[config.mk]
export PLATFORM = sky130hd
export DESIGN_NAME = i2c_target
export DESIGN_NICKNAME = d
export VERILOG_FILES = /design/src/rtl/i2c_target.sv
export SDC_FILE = /design/constraint.sdc
export NUM_CORES = 1
export LEC_CHECK = 0
export CORE_MARGIN = 4
export CORE_UTILIZATION = 55
export CTS_CLUSTER_DIAMETER = 150
export DETAILED_ROUTE_END_ITERATION = 10
export HOLD_SLACK_MARGIN = 0.15
export PLACE_DENSITY_LB_ADDON = 0.15
export SKIP_LAST_GASP = 1
export SYNTH_ARGS = -nofsm -noshare
export SYNTH_HDL_FRONTEND = slang
export SYNTH_SLANG_ARGS = --single-unit
[constraint.sdc]
create_clock -name clk_sys_i -period 5.5 [get_ports clk_sys_i]
set_input_delay 1.1 -clock clk_sys_i [delete_from_list [all_inputs] [get_ports clk_sys_i]]
set_output_delay 1.1 -clock clk_sys_i [all_outputs]
set_load 0.1 [all_outputs]
[src/rtl/i2c_target.sv]
// -----------------------------------------------------------------------------
// i2c_target
//   I2C target (slave) with a 16 x 8-bit register file. A write transaction
//   loads the register pointer from the first data byte (low nibble only); each
//   further byte is stored at the pointer, which then increments. A read
//   transaction returns regs[pointer] and increments after every byte. The
//   pointer wraps 15 -> 0 and persists across transactions.
//
//   Handshake: there is no valid/ready pair. wr_pulse_o is a single-cycle
//   strobe, and wr_idx_o plus the updated regs_o byte are valid in that cycle.
//
//   Optional build macro: I2C_TARGET_GLITCH_FILTER_EN
//     defined   : a synchronised SCL/SDA level is accepted only after it has been
//                 stable for 3 consecutive clk_sys_i cycles.
//     undefined : the synchronised signals are used directly.
//
// Ports
//   clk_sys_i   system clock, all state on its rising edge
//   rst_sys_ni  asynchronous active-low reset
//   scl_i/sda_i raw pad inputs (asynchronous)
//   sda_o       SDA drive value, always 0 (open drain)
//   sda_en_o    1 = pull SDA low
//   regs_o      register file, byte n at [8n+7:8n]
//   wr_pulse_o  one-cycle strobe per register byte written
//   wr_idx_o    index of the written register, valid with wr_pulse_o
//   busy_o      1 while an addressed transaction is in progress
//   dbg_state   current FSM state encoding, for observation only
// -----------------------------------------------------------------------------
module i2c_target #(
   parameter logic [6:0] TargetAddr = 7'h50
) (
   input  logic         clk_sys_i,
   input  logic         rst_sys_ni,
   input  logic         scl_i,
   input  logic         sda_i,
   output logic         sda_o,
   output logic         sda_en_o,
   output logic [127:0] regs_o,
   output logic         wr_pulse_o,
   output logic [3:0]   wr_idx_o,
   output logic         busy_o,
   output logic [2:0]   dbg_state
);

   typedef enum logic [2:0] {
      IDLE, ADDR, ADDR_ACK, WR_BYTE, WR_ACK, RD_BYTE, RD_ACK, IGNORE
   } state_t;

   // ---------------------------------------------------------------------------
   // Input conditioning: 2-flop synchronisers, reset to the idle bus level (1)
   // ---------------------------------------------------------------------------
   logic [1:0] scl_sync;
   logic [1:0] sda_sync;

   always_ff @(posedge clk_sys_i or negedge rst_sys_ni) begin
      if (!rst_sys_ni) begin
         scl_sync <= 2'b11;
         sda_sync <= 2'b11;
      end else begin
         scl_sync <= {scl_sync[0], scl_i};
         sda_sync <= {sda_sync[0], sda_i};
      end
   end

   logic scl_s;
   logic sda_s;

`ifdef I2C_TARGET_GLITCH_FILTER_EN
   // A level is taken only once the last three synchronised samples agree.
   logic [2:0] scl_hist;
   logic [2:0] sda_hist;

   always_ff @(posedge clk_sys_i or negedge rst_sys_ni) begin
      if (!rst_sys_ni) begin
         scl_hist <= 3'b111;
         sda_hist <= 3'b111;
         scl_s    <= 1'b1;
         sda_s    <= 1'b1;
      end else begin
         scl_hist <= {scl_hist[1:0], scl_sync[1]};
         sda_hist <= {sda_hist[1:0], sda_sync[1]};
         if (scl_hist == 3'b111)      scl_s <= 1'b1;
         else if (scl_hist == 3'b000) scl_s <= 1'b0;
         if (sda_hist == 3'b111)      sda_s <= 1'b1;
         else if (sda_hist == 3'b000) sda_s <= 1'b0;
      end
   end
`else
   assign scl_s = scl_sync[1];
   assign sda_s = sda_sync[1];
`endif

   // ---------------------------------------------------------------------------
   // Bus event detection
   // ---------------------------------------------------------------------------
   logic scl_prev;
   logic sda_prev;

   always_ff @(posedge clk_sys_i or negedge rst_sys_ni) begin
      if (!rst_sys_ni) begin
         scl_prev <= 1'b1;
         sda_prev <= 1'b1;
      end else begin
         scl_prev <= scl_s;
         sda_prev <= sda_s;
      end
   end

   logic scl_rise;
   logic scl_fall;
   logic start_det;
   logic stop_det;

   // START/STOP need SCL high on both samples so an SCL edge is never mistaken
   // for an SDA transition.
   assign scl_rise  = scl_s & ~scl_prev;
   assign scl_fall  = ~scl_s & scl_prev;
   assign start_det = scl_s & scl_prev & sda_prev & ~sda_s;
   assign stop_det  = scl_s & scl_prev & ~sda_prev & sda_s;

   // ---------------------------------------------------------------------------
   // Protocol FSM and register file
   // ---------------------------------------------------------------------------
   state_t       state;
   logic [3:0]   bit_cnt;
   logic [7:0]   shreg;
   logic [3:0]   ptr;
   logic         rw;
   logic         first_byte;
   logic         rd_acked;
   logic [127:0] regs_q;

   logic [7:0] shift_in;
   logic [7:0] rd_byte;

   assign shift_in = {shreg[6:0], sda_s};
   assign rd_byte  = regs_q[{ptr, 3'b000} +: 8];

   always_ff @(posedge clk_sys_i or negedge rst_sys_ni) begin
      if (!rst_sys_ni) begin
         state      <= IDLE;
         bit_cnt    <= 4'd0;
         shreg      <= 8'd0;
         ptr        <= 4'd0;
         rw         <= 1'b0;
         first_byte <= 1'b0;
         rd_acked   <= 1'b0;
         regs_q     <= '0;
         sda_en_o   <= 1'b0;
         wr_pulse_o <= 1'b0;
         wr_idx_o   <= 4'd0;
      end else begin
         wr_pulse_o <= 1'b0;
         if (stop_det) begin
            state    <= IDLE;
            sda_en_o <= 1'b0;
            bit_cnt  <= 4'd0;
         end else if (start_det) begin
            state    <= ADDR;
            sda_en_o <= 1'b0;
            bit_cnt  <= 4'd0;
         end else begin
            case (state)
               IDLE, IGNORE: ;
               ADDR: begin
                  if (scl_rise) begin
                     shreg   <= shift_in;
                     bit_cnt <= bit_cnt + 4'd1;
                  end else if (scl_fall && bit_cnt == 4'd8) begin
                     if (shreg[7:1] == TargetAddr) begin
                        state    <= ADDR_ACK;
                        rw       <= shreg[0];
                        sda_en_o <= 1'b1;
                     end else begin
                        state <= IGNORE;
                     end
                  end
               end
               ADDR_ACK: begin
                  // This falling edge ends the ACK; a read drives its MSB here.
                  if (scl_fall) begin
                     if (rw) begin
                        shreg    <= rd_byte;
                        sda_en_o <= ~rd_byte[7];
                        bit_cnt  <= 4'd1;
                        state    <= RD_BYTE;
                     end else begin
                        sda_en_o   <= 1'b0;
                        bit_cnt    <= 4'd0;
                        first_byte <= 1'b1;
                        state      <= WR_BYTE;
                     end
                  end
               end
               WR_BYTE: begin
                  if (scl_rise) begin
                     shreg   <= shift_in;
                     bit_cnt <= bit_cnt + 4'd1;
                     if (bit_cnt == 4'd7) begin
                        if (first_byte) begin
                           ptr        <= shift_in[3:0];
                           first_byte <= 1'b0;
                        end else begin
                           regs_q[{ptr, 3'b000} +: 8] <= shift_in;
                           wr_pulse_o <= 1'b1;
                           wr_idx_o   <= ptr;
                           ptr        <= ptr + 4'd1;
                        end
                     end
                  end else if (scl_fall && bit_cnt == 4'd8) begin
                     sda_en_o <= 1'b1;
                     state    <= WR_ACK;
                  end
               end
               WR_ACK: begin
                  if (scl_fall) begin
                     sda_en_o <= 1'b0;
                     bit_cnt  <= 4'd0;
                     state    <= WR_BYTE;
                  end
               end
               RD_BYTE: begin
                  // bit_cnt counts bits already placed on the bus.
                  if (scl_fall) begin
                     if (bit_cnt == 4'd8) begin
                        sda_en_o <= 1'b0;
                        ptr      <= ptr + 4'd1;
                        bit_cnt  <= 4'd0;
                        rd_acked <= 1'b0;
                        state    <= RD_ACK;
                     end else begin
                        sda_en_o <= ~shreg[6];
                        shreg    <= {shreg[6:0], 1'b0};
                        bit_cnt  <= bit_cnt + 4'd1;
                     end
                  end
               end
               RD_ACK: begin
                  if (scl_rise) begin
                     if (sda_s) state <= IGNORE;
                     else       rd_acked <= 1'b1;
                  end else if (scl_fall && rd_acked) begin
                     shreg    <= rd_byte;
                     sda_en_o <= ~rd_byte[7];
                     bit_cnt  <= 4'd1;
                     state    <= RD_BYTE;
                  end
               end
               default: state <= IDLE;
            endcase
         end
      end
   end

   assign sda_o     = 1'b0;
   assign regs_o    = regs_q;
   assign dbg_state = state;
   assign busy_o    = (state == ADDR_ACK) || (state == WR_BYTE) || (state == WR_ACK) ||
                      (state == RD_BYTE)  || (state == RD_ACK);

endmodule

==> flow_summary.ini <==
[sta]
finalMaxSlewViolations = 0
finalWorstPathRequiredPeriod_ns = 4.16
final.setup.tns_ns = 0
clock_skew_ns = 0.00832
min_period_over_period_pct = 75.7
max_freq_mhz = 240
rsz0062_at_grt = false
worst_slew_pin_slew_ns = 1.15
hold_viol = 0
setup_viol = 0
relSlewSlack_pct = 23.3

[drt]
first_pass_iters = 5
viasPerCell = 6.23
routed_wl_mm = 24.5
ant_nets = 0
wire_per_inst_microns = 23.1
drt_drc_violations_left = 0
drt_iter0_drc = 700
vias = 6608

[cts]
cts.sink_count = 162
htreeDepth = 4
cts_tree = yes
cts-root-buf = clkbuf_16
cts_hold_buf = 0
clock_latency_ns = 0.43
clk_pin_slew_ns = 0.06
cts_buffer_depth = 2
cts_setup_buffers = 0
cts_resized = 0
cts_buffers = 17

[synthesis]
netlist_area_sq_um = 8180
synthCells = 741
synth_cell_type_count = 63
ys_ff_latch = 162
yosys_most_used_dff = dfrtp_1
synth_edf_count = 0
yosysWarnings = 0
mappedNetlistNets = 753
async_flop_share_pct = 100
syn_area_per_cell_sq_um = 11.0
yosysSeqAreaShare_pct = 49.7

[worst_setup_path]
cp_slowest_stage_delay_ns = 1.17
critPathArrivalTime_ns = 3.06
regToRegStartpoint = dbg_state[1]
cpLargestDelayFamily = buffers and inverters
crit_start = dbg_state[1]
cp_slowest_cell = clkdlybuf4s50_1
path_max_fanout = 24
critPathBufInv = 2
ff2ff_setup_slack_ns = 2.24
worstPathRequired_ns = 4.40
timing.rr.end = regs_o[37]
startpoint_type = flop
cp-endpoint = busy_o
r2r_cells = 6
crit_chain = inv_2, ha_1, o21ai_0, clkdlybuf4s50_1
crit_type = flop to output pin
cp-end-kind = output pin
cp.depth = 4

[die]
die_h_microns = 130
initial_core_util_pct = 56.3
die_area_sq_um = 16900
pin_count = 143
die_w_microns = 130
coreArea_sq_um = 14500
num_rows = 44

[final_layout]
fin_area_sq_um = 10300
multi_input_area_sq_um = 3800
syn_to_final_growth_pct = 25.8
final_nets = 875
diodes = 0
fillCellCount = 1077
seq_area_sq_um = 4060
drive_above_1_share_pct = 19.7

[grt]
antenna_found_initial = 0
grt_max_degree = 84
grt_pass1_wl_mm = 38.7
grt_use_total_pct = 30.4
overflow = 0
grt_pass1_vias = 6771

[power_and_ir_drop]
ir_drop_mv = 0.226
p_leak_nw = 4.36
p_per_area_nw_per_um2 = 258

[run]
drv_cap = 0

[run_status]
status = finished clean

[worst_hold_path]
hold_class = flop to flop

[place]
dpl.hpwl_mm = 16.9
portBuffers = 141
place_area_sq_um = 9700
place_congestion = 0.915
[per-layer routing]
layer | track usage, % | vias to the layer above | wire length (microns)
met5 | 0 | - | 0
met4 | 9.60 | 0 | 586
met3 | 6.67 | 56 | 1890
met2 | 50.1 | 338 | 12400
met1 | 40.8 | 3327 | 9690
li1 | - | 2887 | -
[how the worst min path moves through the flow]
stage	startpoint	endpoint	slack [ns]	cells after the start
finish	scl_sync[0]	scl_sync[1]	0.36	0
floorplan	scl_sync[0]	scl_sync[1]	0.35	0
global route	sda_sync[0]	sda_sync[1]	0.36	0
CTS	scl_sync[0]	scl_sync[1]	0.36	0
global placement	sda_sync[0]	sda_sync[1]	0.35	0
detailed placement	scl_sync[0]	scl_sync[1]	0.35	0
[stage by stage]
step | hold slack [ns] | total power [mW] | util [%] | instances | setup slack, ns
floorplan | 0.345 | 1.40 | - | 741 | 0.877
global placement | 0.352 | 1.49 | 66.8 | 1028 | 1.81
detailed placement | 0.348 | 1.49 | 66.8 | 1028 | 1.83
CTS | 0.362 | 2.66 | 70.8 | 1060 | 1.36
global route | 0.365 | 2.75 | 70.8 | 1060 | 1.22
finish | 0.360 | 2.66 | 70.8 | 1060 | 1.34
[cell families (layout without fill, tap and decap cells)]
family	after synthesis	in the layout	synth area share, %
other	1	1	0.0459
DFF	162	162	49.7
buffers and inverters	81	216	3.98
adders and majority gates	8	8	1.22
and+or+nand+nor	234	234	14.0
AOI/OAI and AO/OA	132	132	9.85
xor gates and xnor gates	3	3	0.321
muxes	120	120	20.9
[area by class of cell]
type | count | share of cell area (%)
Sequential cell | 162 | 39.5
Multi-Input combinational cell | 498 | 36.9
Timing Repair Buffer | 151 | 14.5
Clock buffer | 19 | 4.31
Tap cell | 184 | 2.24
Clock inverter | 13 | 1.39
Inverter | 33 | 1.20
[Yosys cell counts (all sizes together) (2+ instances only)]
master,count,area (sq um)
dfrtp,156,3900
inv,32,120
nor2,44,168
nand3,49,245
o21a,2,15.0
o22a,6,52.6
nand4,4,25.0
o22ai,3,18.8
mux2,84,976
mux4,30,676
and2,11,68.8
mux2i,6,60.1
and3b,2,17.5
nand3b,2,15.0
o211ai,6,45.0
a211oi,4,30.0
buf,11,62.6
dfstp,6,158
or3,3,18.8
a21oi,17,85.1
xnor2,2,17.5
nand2,86,330
a22oi,9,67.6
ha,8,100
a31oi,6,37.5
clkbuf,37,139
o31ai,2,15.0
nand2b,4,25.0
a2111oi,2,18.8
nor3b,2,26.3
o21ai,65,325
and3,2,12.5
nor3,10,72.6
nor2b,10,62.6
[layout by cell type (no fill, tap or decap), types with 11 or more instances in the layout]
cell type        synthesis  final
mux4_2                  30     30
o21ai_0                 64     64
inv_1                   31     31
clkbuf_16                0     17
nand3_1                 49     49
and2_1                  11     11
clkdlybuf4s50_1          0    140
mux2_2                  76     76
nor2_1                  43     43
a21oi_1                 17     17
dfrtp_1                156    154
nand2_1                 85     85
[power breakdown]
group          switching, mW  leakage [nW]  internal [mW]  total, mW
combinational         0.0803          1.86         0.0471      0.127
sequential             0.130          2.22           1.22       1.35
clock                  0.525         0.280          0.651       1.18
total                  0.735          4.36           1.92       2.66
[flip-flops by register name, summed over array words and instances (netlist names), 2 cells and up]
name       flops
regs_o       128
shreg          8
bit_cnt        4
ptr            4
wr_idx_o       4
dbg_state      3
scl_sync       2
sda_sync       2
No activity file was read; power rests on OpenSTA's default activity.
